## src/rtl/bp_l15_encoder.sv

```systemverilog
// L1.5 return path to BlackParrot memory responses: an in-order tracker of issued
// requests pairs each LOAD_RET/ST_ACK with its address and presents a registered response.
module bp_l15_encoder #(
   parameter int paddr_width_p       = 40,
   parameter int cce_block_width_p   = 512,
   parameter int mem_payload_width_p = 16,
   parameter int tracker_els_p       = 2,
   localparam int cce_mem_resp_width_lp      = 4 + 2 + mem_payload_width_p + paddr_width_p,
   localparam int cce_mem_data_resp_width_lp = cce_block_width_p + cce_mem_resp_width_lp
) (
   input  logic                                  clk_i,
   input  logic                                  reset_i,
   input  logic                                  req_issue_v_i,
   input  logic                                  req_issue_store_i,
   input  logic [paddr_width_p-1:0]              req_issue_addr_i,
   input  logic [mem_payload_width_p-1:0]        req_issue_payload_i,
   input  logic [1:0]                            req_issue_nc_size_i,
   output logic                                  tracker_full_o,
   input  logic                                  l15_transducer_val,
   input  logic [3:0]                            l15_transducer_returntype,
   input  logic [63:0]                           l15_transducer_data_0,
   input  logic [63:0]                           l15_transducer_data_1,
   output logic                                  transducer_l15_req_ack,
   output logic [cce_mem_resp_width_lp-1:0]      mem_resp_o,
   output logic                                  mem_resp_v_o,
   input  logic                                  mem_resp_ready_i,
   output logic [cce_mem_data_resp_width_lp-1:0] mem_data_resp_o,
   output logic                                  mem_data_resp_v_o,
   input  logic                                  mem_data_resp_ready_i,
   output logic                                  error_o,
   output logic [1:0]                            fsm_state
);

   // Response fields are packed {[data,] msg_type[3:0], nc_size[1:0], payload, addr}.
   // Handshake: a response transfers in any cycle where v and ready are both high;
   // v and all fields stay stable from the cycle v rises until that transfer.
   localparam logic [3:0] load_ret_c  = 4'b0000;
   localparam logic [3:0] st_ack_c    = 4'b0100;
   localparam logic [3:0] msg_rd_c    = 4'h2;
   localparam logic [3:0] msg_wr_c    = 4'h3;
   localparam int         ptr_w       = (tracker_els_p > 1) ? $clog2(tracker_els_p) : 1;
   localparam int         cnt_w       = $clog2(tracker_els_p + 1);
   localparam int         entry_w     = 1 + paddr_width_p + mem_payload_width_p + 2;
   localparam logic [cnt_w-1:0] els_c = cnt_w'(tracker_els_p);

   typedef enum logic [1:0] {e_ready, e_send_resp, e_send_data_resp} state_e;

   state_e                           state, state_n;
   logic [entry_w-1:0]               fifo_mem [tracker_els_p];
   logic [ptr_w-1:0]                 rd_ptr, wr_ptr;
   logic [cnt_w-1:0]                 count, count_n;
   logic                             full_r, err_r;
   logic [cce_mem_resp_width_lp-1:0]      resp_r;
   logic [cce_mem_data_resp_width_lp-1:0] data_resp_r;

   logic [entry_w-1:0]               head;
   logic                             head_store;
   logic [paddr_width_p-1:0]         head_addr;
   logic [mem_payload_width_p-1:0]   head_payload;
   logic [1:0]                       head_size;
   logic                             resp_hs, slot_free, consume, is_load, is_st;
   logic                             fifo_empty, pop, match_load, match_st;
   logic                             push_ok, push_err, ret_err;
   logic [63:0]                      sel_word, le_word, shifted, size_mask;
   logic [cce_block_width_p-1:0]     load_data;

   function automatic logic [ptr_w-1:0] ptr_inc(input logic [ptr_w-1:0] p);
      return (p == ptr_w'(tracker_els_p - 1)) ? '0 : p + ptr_w'(1);
   endfunction

   assign head         = fifo_mem[rd_ptr];
   assign head_store   = head[entry_w-1];
   assign head_addr    = head[entry_w-2 -: paddr_width_p];
   assign head_payload = head[2 +: mem_payload_width_p];
   assign head_size    = head[1:0];

   assign resp_hs    = (state == e_send_resp && mem_resp_ready_i)
                    || (state == e_send_data_resp && mem_data_resp_ready_i);
   assign slot_free  = (state == e_ready) || resp_hs;
   assign consume    = l15_transducer_val && slot_free;
   assign is_load    = (l15_transducer_returntype == load_ret_c);
   assign is_st      = (l15_transducer_returntype == st_ack_c);
   assign fifo_empty = (count == '0);
   assign pop        = consume && (is_load || is_st) && !fifo_empty;
   assign match_load = pop && is_load && !head_store;
   assign match_st   = pop && is_st && head_store;
   // A pop in the same cycle frees the slot a push into a full tracker needs.
   assign push_ok    = req_issue_v_i && (!full_r || pop);
   assign push_err   = req_issue_v_i && full_r && !pop;
   assign ret_err    = consume && (is_load || is_st) && (fifo_empty || (pop && !match_load && !match_st));

   always_comb begin
      sel_word = head_addr[3] ? l15_transducer_data_1 : l15_transducer_data_0;
      le_word  = '0;
      for (int i = 0; i < 8; i++) le_word[8*i +: 8] = sel_word[8*(7-i) +: 8];
      shifted  = (head_size == 2'd3) ? le_word : (le_word >> {head_addr[2:0], 3'b000});
      case (head_size)
         2'd0:    size_mask = 64'h0000_0000_0000_00ff;
         2'd1:    size_mask = 64'h0000_0000_0000_ffff;
         2'd2:    size_mask = 64'h0000_0000_ffff_ffff;
         default: size_mask = '1;
      endcase
      load_data       = '0;
      load_data[63:0] = shifted & size_mask;
   end

   always_comb begin
      state_n = state;
      if (resp_hs)         state_n = e_ready;
      if (match_load)      state_n = e_send_data_resp;
      else if (match_st)   state_n = e_send_resp;
   end

   always_comb begin
      count_n = count;
      if (push_ok && !pop)      count_n = count + cnt_w'(1);
      else if (!push_ok && pop) count_n = count - cnt_w'(1);
   end

   always_ff @(posedge clk_i) begin
      if (reset_i) state <= e_ready;
      else         state <= state_n;
   end

   always_ff @(posedge clk_i) begin
      if (reset_i) begin
         rd_ptr      <= '0;
         wr_ptr      <= '0;
         count       <= '0;
         full_r      <= 1'b0;
         err_r       <= 1'b0;
         resp_r      <= '0;
         data_resp_r <= '0;
      end else begin
         if (push_ok) wr_ptr <= ptr_inc(wr_ptr);
         if (pop)     rd_ptr <= ptr_inc(rd_ptr);
         count  <= count_n;
         full_r <= (count_n == els_c);
         if (push_err || ret_err) err_r <= 1'b1;
         if (match_load) data_resp_r <= {load_data, msg_rd_c, head_size, head_payload, head_addr};
         if (match_st)   resp_r      <= {msg_wr_c, head_size, head_payload, head_addr};
      end
   end

   // Storage needs no reset: the count gates every read.
   always_ff @(posedge clk_i) begin
      if (push_ok)
         fifo_mem[wr_ptr] <= {req_issue_store_i, req_issue_addr_i, req_issue_payload_i, req_issue_nc_size_i};
   end

   assign tracker_full_o         = full_r;
   assign error_o                = err_r;
   assign transducer_l15_req_ack = consume;
   assign mem_resp_o             = resp_r;
   assign mem_resp_v_o           = (state == e_send_resp);
   assign mem_data_resp_o        = data_resp_r;
   assign mem_data_resp_v_o      = (state == e_send_data_resp);
   assign fsm_state              = state;

endmodule

```

## config.mk

```make
export PLATFORM = sky130hd
export DESIGN_NAME = bp_l15_encoder
export DESIGN_NICKNAME = d
export VERILOG_FILES = /design/src/rtl/bp_l15_encoder.sv
export SDC_FILE = /design/constraint.sdc
export NUM_CORES = 1
export LEC_CHECK = 0
export CAP_MARGIN = 20
export CORE_AREA = 4 4 324 326
export CTS_BUF_LIST = sky130_fd_sc_hd__clkbuf_16
export CTS_CLUSTER_DIAMETER = 200
export DETAILED_ROUTE_END_ITERATION = 8
export DIE_AREA = 0 0 328 330
export GPL_TIMING_DRIVEN = 0
export PLACE_DENSITY = 0.37
export SLEW_MARGIN = 15
export SYNTH_ARGS = -nofsm -noshare
export SYNTH_HDL_FRONTEND = slang
export SYNTH_SLANG_ARGS = --single-unit
```

## constraint.sdc

```tcl
create_clock -name clk_i -period 11.1 [get_ports clk_i]
set_input_delay 2.775 -clock clk_i [delete_from_list [all_inputs] [get_ports clk_i]]
set_output_delay 2.775 -clock clk_i [all_outputs]
set_load 0.01 [all_outputs]
```

* Word-level counts from Yosys, hierarchy flattened
Memory sizes are Yosys's and may differ from the RTL's. A register that Yosys moved wholly into a read port is not among the register bits. Index checks and enable logic that the tools add are counted.
Operators by class: reductions and logical operators 37, $add $sub $neg 4, bitwise gates (word level) 1, equality and inequality tests 7, multiplexer cells 14, shifts and indexed selects 1
Operators by type and width (count):
- case mux 64 bit (3 select lines) | 1
- 2-to-1 mux 64 bit | 2
- bitwise AND 64 bit | 1
- >> shifter 64 x 6 -> 64 bit | 1
- logical AND 1 bit | 17
- 2-to-1 mux 2 bit | 5
- == test 2 bit (second input constant) | 4
- logical NOT 1 bit | 7
- logical NOT 2 bit | 3
- logical OR 1 bit | 6
- 2-to-1 mux 1 bit | 6
- == test 2 x 1 -> 1 bit (second input constant) | 2
- == test 4 x 3 -> 1 bit (second input constant) | 1
- logical NOT 4 bit | 1
- nonzero test 3 bit | 1
- adder 1 bit (second input constant) | 2
- adder 2 x 1 -> 2 bit (second input constant) | 1
- nonzero test 2 bit | 1
- OR reduction 2 bit | 1
- subtractor 2 x 1 -> 2 bit (second input constant) | 1
Word-level totals: bits in writable memories 118, logic and storage cells 74, memories kept 1, flip-flop bits (word level) 190
Memory list:
- fifo_mem | depth 2, bits a word 59, rd ports 1, clocked after memory_dff 1, write ports 1, RTL line 49 | logic [entry_w-1:0] fifo_mem [tracker_els_p];

* Depth between registers and ports, before layout
word-level depth 15, gate-level depth with buffers 10

* Worst setup path before layout
No wires, ideal clock.
path type input -> register, from input port l15_transducer_returntype[1], to memory fifo_mem[0][0] (netlist name) (enable), cell stages on the path 4, buffers on the path 0, arrival 6084 ps, setup slack 4540 ps, data required time 10624 ps, cells stage by stage or4_4 > o21ai_0 > nand2_1 > nor2_1
On the way: word-level cells in the longest chain between the ends 8, elaborated cells on any way between the ends 9
Ends and longest elaborated chain:
- start: declaration | RTL line 20 | input logic [3:0] l15_transducer_returntype,
- == test 4 x 3 -> 1 bit / logical NOT 4 bit (equally long branches) | RTL line 82, 81
- logical OR 1 bit (*) | RTL line 84 | assign pop = consume && (is_load || is_st) && !fifo_empty;
- logical AND 1 bit (*) (2 in a row) | RTL line 84
- logical OR 1 bit (*) | RTL line 88 | assign push_ok = req_issue_v_i && (!full_r || pop);
- logical AND 1 bit (*) | RTL line 88
- 2-to-1 mux 1 bit (*) | RTL line 147 | if (push_ok)
- 2-to-1 mux 1 bit (implied by the code) (*) | RTL line 148 | fifo_mem[wr_ptr] <= {req_issue_store_i, req_issue_addr_i, req_issue_payload_i, req_issue_nc_size_i};
- end: declaration | RTL line 49
Mark *: on every way between the ends. The rest lies on a longest branch, timed or not.

* Worst setup path after layout
from input port mem_resp_ready_i, to output port transducer_l15_req_ack
On the way: word-level cells in the longest chain between the ends 4
Ends and longest elaborated chain:
- start: declaration | RTL line 26 | input logic mem_resp_ready_i,
- logical AND 1 bit | RTL line 77 | assign resp_hs = (state == e_send_resp && mem_resp_ready_i)
- logical OR 1 bit | RTL line 78 | || (state == e_send_data_resp && mem_data_resp_ready_i);
- logical OR 1 bit | RTL line 79 | assign slot_free = (state == e_ready) || resp_hs;
- logical AND 1 bit | RTL line 80 | assign consume = l15_transducer_val && slot_free;
- end: declaration | RTL line 23 | output logic transducer_l15_req_ack,
No other way between the ends.

==> summary.txt <==
Final layout
  • Layout cells sized above 1: 0.217
  • Reg area: 7370 um^2
  • Share of the core filled with cells: 0.245
  • Area growth, synth to finish: 52.6%
  • Post-Layout Cell Count: 3927
  • # fillers: 11000
  • Post-layout nets: 2722
  • Area of the multi-input gates: 6840 um^2
  • Design area: 24900 um^2

Critical path
  • WP buf/inv: 3
  • Top Family by Delay on Critical Path: buffers and inverters
  • FF-to-FF path depth: 8
  • Crit path launch type: input port
  • Flop-to-flop setup slack: 6390 ps
  • Slowest-stage cell, CP: a32oi_1
  • Critical Path Sink Type: primary output
  • CP required: 8330 ps
  • CP dominant cell by count: clkdlybuf4s50_1
  • Crit path DAT: 4830 ps
  • Crit-path max cell delay: 630 ps
  • Setup CP Type: in2out
  • CP Cell Sequence: clkdlybuf4s50_1, nand2b_1, a32oi_1, inv_1, clkdlybuf4s50_1
  • CP max FO: 7
  • Reg-to-reg endpoint: mem_data_resp_o[67]$_SDFFE_PP0P_
  • CP Depth: 5

Drt
  • WL per Instance: 20.3 um
  • 1st-iter DRT viols: 652
  • Vias: 14100
  • First-pass DRT Iterations: 8
  • # DRC: 0
  • Routed vias/inst: 3.59
  • DRT antenna net count: 0
  • DRT Wirelength: 79700 um

Timing
  • Clk_skew: 24.6 ps
  • Worst Tran Pin Value: 1280 ps
  • Fmax: 131 MHz
  • Crit share post-route: 0.686
  • Hold WS: 449 ps
  • Hold Vio Cnt, Final: 0
  • Setup ws final: 3490 ps
  • Fin. max-slew vios: 0
  • Max_slew headroom: 0.148
  • Min Clock Period, post-route: 7610 ps
  • Final TNS setup: 0 ps
  • RSZ-0062 raised after global routing: false
  • Final setup viols: 0

Place
  • DP Area: 23700 um^2
  • Cells after DPL: 3850
  • Post-place setup slack: 3490 ps
  • Final HPWL DP: 65400 um
  • Gpl congestion: 0.850
  • # port buffers: 385

Synth
  • Post-synthesis cell count: 1641
  • Post-synthesis sequential area ratio: 0.451
  • Cell area after synthesis: 16300 um^2
  • Mapped Avg Cell Area: 9.96 um^2
  • Primary FF master, synth: dfxtp_1
  • Distinct cell type count after synthesis: 60
  • EDFF count, synth: 118
  • Synthesis-stage register bit count: 309
  • Post-synth ARST share: 0
  • Synth Warn #: 0

Floorplanning
  • Die Y: 330 um
  • Row Count: 117
  • Ports: 840
  • Initial Util: 0.161
  • Die area: 108000 um^2
  • Die X: 328 um
  • Core area: 102000 um^2

Clock network
  • CTS sink cnt: 309
  • Hold bufs inserted after CTS: 0
  • H-tree Lvls: 2
  • Post-cts gate resize count: 0
  • Postcts setup bufs: 0
  • CTS tree: yes
  • Clk_lat worst skew: 570 ps
  • Worst-path clk slew: 60 ps
  • CTS buffer count: 39
  • Root Buffer: clkbuf_16
  • Clock Path Buffers: 3

GRT
  • Initial antenna violation count: 9
  • Grt total ovfl: 0
  • Largest net degree at the start of global routing: 34
  • First-pass GRT wire length: 107000 um
  • Tot GR Track Use: 0.139
  • Vias in the first global route: 13700

Worst hold path
  • Worst hold path depth: 2
  • Min-Delay Path Class: reg2reg
  • Hold Path End: mem_data_resp_o[100]$_SDFFE_PP0P_
  • Worst hold start: mem_data_resp_o[100]$_SDFFE_PP0P_

Pwr
  • Tot Pwr: 3.14 mW
  • VDD IR max: 0.0000946 V
  • PD cells: 126 nW/um^2
  • Leakage: 10.3 nW

Flow run
  • Max_cap viols: 0

Run status
  • Outcome: finished, final reports clean
-- power by group --
group | total (mW) | switching [mW] | internal (mW)
clock | 1.23 | 0.527 | 0.701
combinational | 0.669 | 0.388 | 0.281
sequential | 1.24 | 0.0156 | 1.23
-- cells in the mapped netlist (5+ instances only) --
master,count,area (um^2)
buf_1,9,33.8
nor2_1,145,544
a2bb2oi_1,7,61.3
a21oi_1,30,150
nand3_1,19,95.1
nand2_1,100,375
nor3_1,18,90.1
o21ai_1,46,230
dfxtp_1,191,3820
a221oi_1,15,131
o21ai_0,12,60.1
buf_6,5,56.3
clkbuf_1,66,248
o22ai_1,11,68.8
edfxtp_1,118,3540
mux2i_1,136,1360
o211ai_1,5,37.5
a211oi_1,118,886
a21o_1,5,37.5
mux2_2,7,78.8
buf_4,454,3410
o221ai_1,7,61.3
a32oi_1,8,70.1
mux4_2,5,113
a32o_1,17,170
inv_1,6,22.5
buf_2,17,85.1
-- worst max-delay path by stage --
stage	start	to	slack, ps
final	mem_resp_ready_i	transducer_l15_req_ack	3490
after detailed placement	mem_resp_ready_i	transducer_l15_req_ack	3490
after global placement	l15_transducer_returntype[1]	fifo_mem[0][30]$_DFFE_PP_	1390
after CTS	mem_resp_ready_i	transducer_l15_req_ack	3480
after floorplan	l15_transducer_returntype[1]	fifo_mem[0][0]$_DFFE_PP_	4540
after global routing	mem_resp_ready_i	transducer_l15_req_ack	3350
-- cell type report --
| cell class | count | share of cell area |
|---|---|---|
| antenna | 5 | 0.000502 |
| clock inverter | 31 | 0.00818 |
| sequential | 309 | 0.295 |
| multi-input combinational | 1227 | 0.274 |
| buffer | 551 | 0.154 |
| clock buffer | 40 | 0.0401 |
| tap | 1368 | 0.0686 |
| timing repair buffer | 390 | 0.159 |
| inverter | 6 | 0.000903 |
-- placed cells by master (no fill, tap or decap), drive strengths merged, types with 5 or more instances in the layout --
cell type / n
a211oi: 118
a21o: 5
a21oi: 30
a221oi: 15
a2bb2oi: 7
a32o: 17
a32oi: 8
buf: 489
clkbuf: 107
clkdlybuf4s50: 385
clkinv: 19
conb: 453
dfxtp: 191
diode: 5
edfxtp: 118
inv: 16
mux2: 7
mux2i: 136
mux4: 5
nand2: 100
nand3: 19
nor2: 145
nor3: 19
o211ai: 5
o21ai: 58
o221ai: 7
o22ai: 11
-- routing by layer --
metal | GRT usage | vias to the layer above | share of wire | routed length (um)
met3 | 0.0616 | 102 | 0.12 | 9300
met4 | 0.0352 | 6 | 0.023 | 1840
li1 | - | 6714 | - | -
met1 | 0.149 | 6597 | 0.36 | 28600
met5 | 0 | - | 0.00045 | 36
met2 | 0.248 | 660 | 0.50 | 40000
-- registers in the layout, summed over array words and instances, names as in the netlist, named ones only --
signal / count
fifo_mem: 118
wr_ptr: 1
error_o: 1
count: 2
mem_data_resp_o: 123
fsm_state: 2
mem_resp_o: 59
tracker_full_o: 1
rd_ptr: 1
-- worst min-delay path, cell delays in order, from the launching register on --
cell	delay (ps)
dfxtp_1	310
nand2_1	50
o21ai_1	50
-- kinds of logic (layout without fill, tap and decap cells) --
kind of cell / count (synthesis) / count (layout) / synth area share
multiplexers: 148 / 148 / 0.0950
other: 1 / 458 / 0.000229
buffers and inverters: 557 / 1018 / 0.236
XOR/XNOR: 3 / 3 / 0.00161
flip-flops: 309 / 309 / 0.451
AO/OA/AOI/OAI: 313 / 313 / 0.137
AND/OR/NAND/NOR: 309 / 309 / 0.0794
adder cells (fa/ha/maj): 1 / 1 / 0.000765
Note: power is estimated with default switching activity, not from simulation.
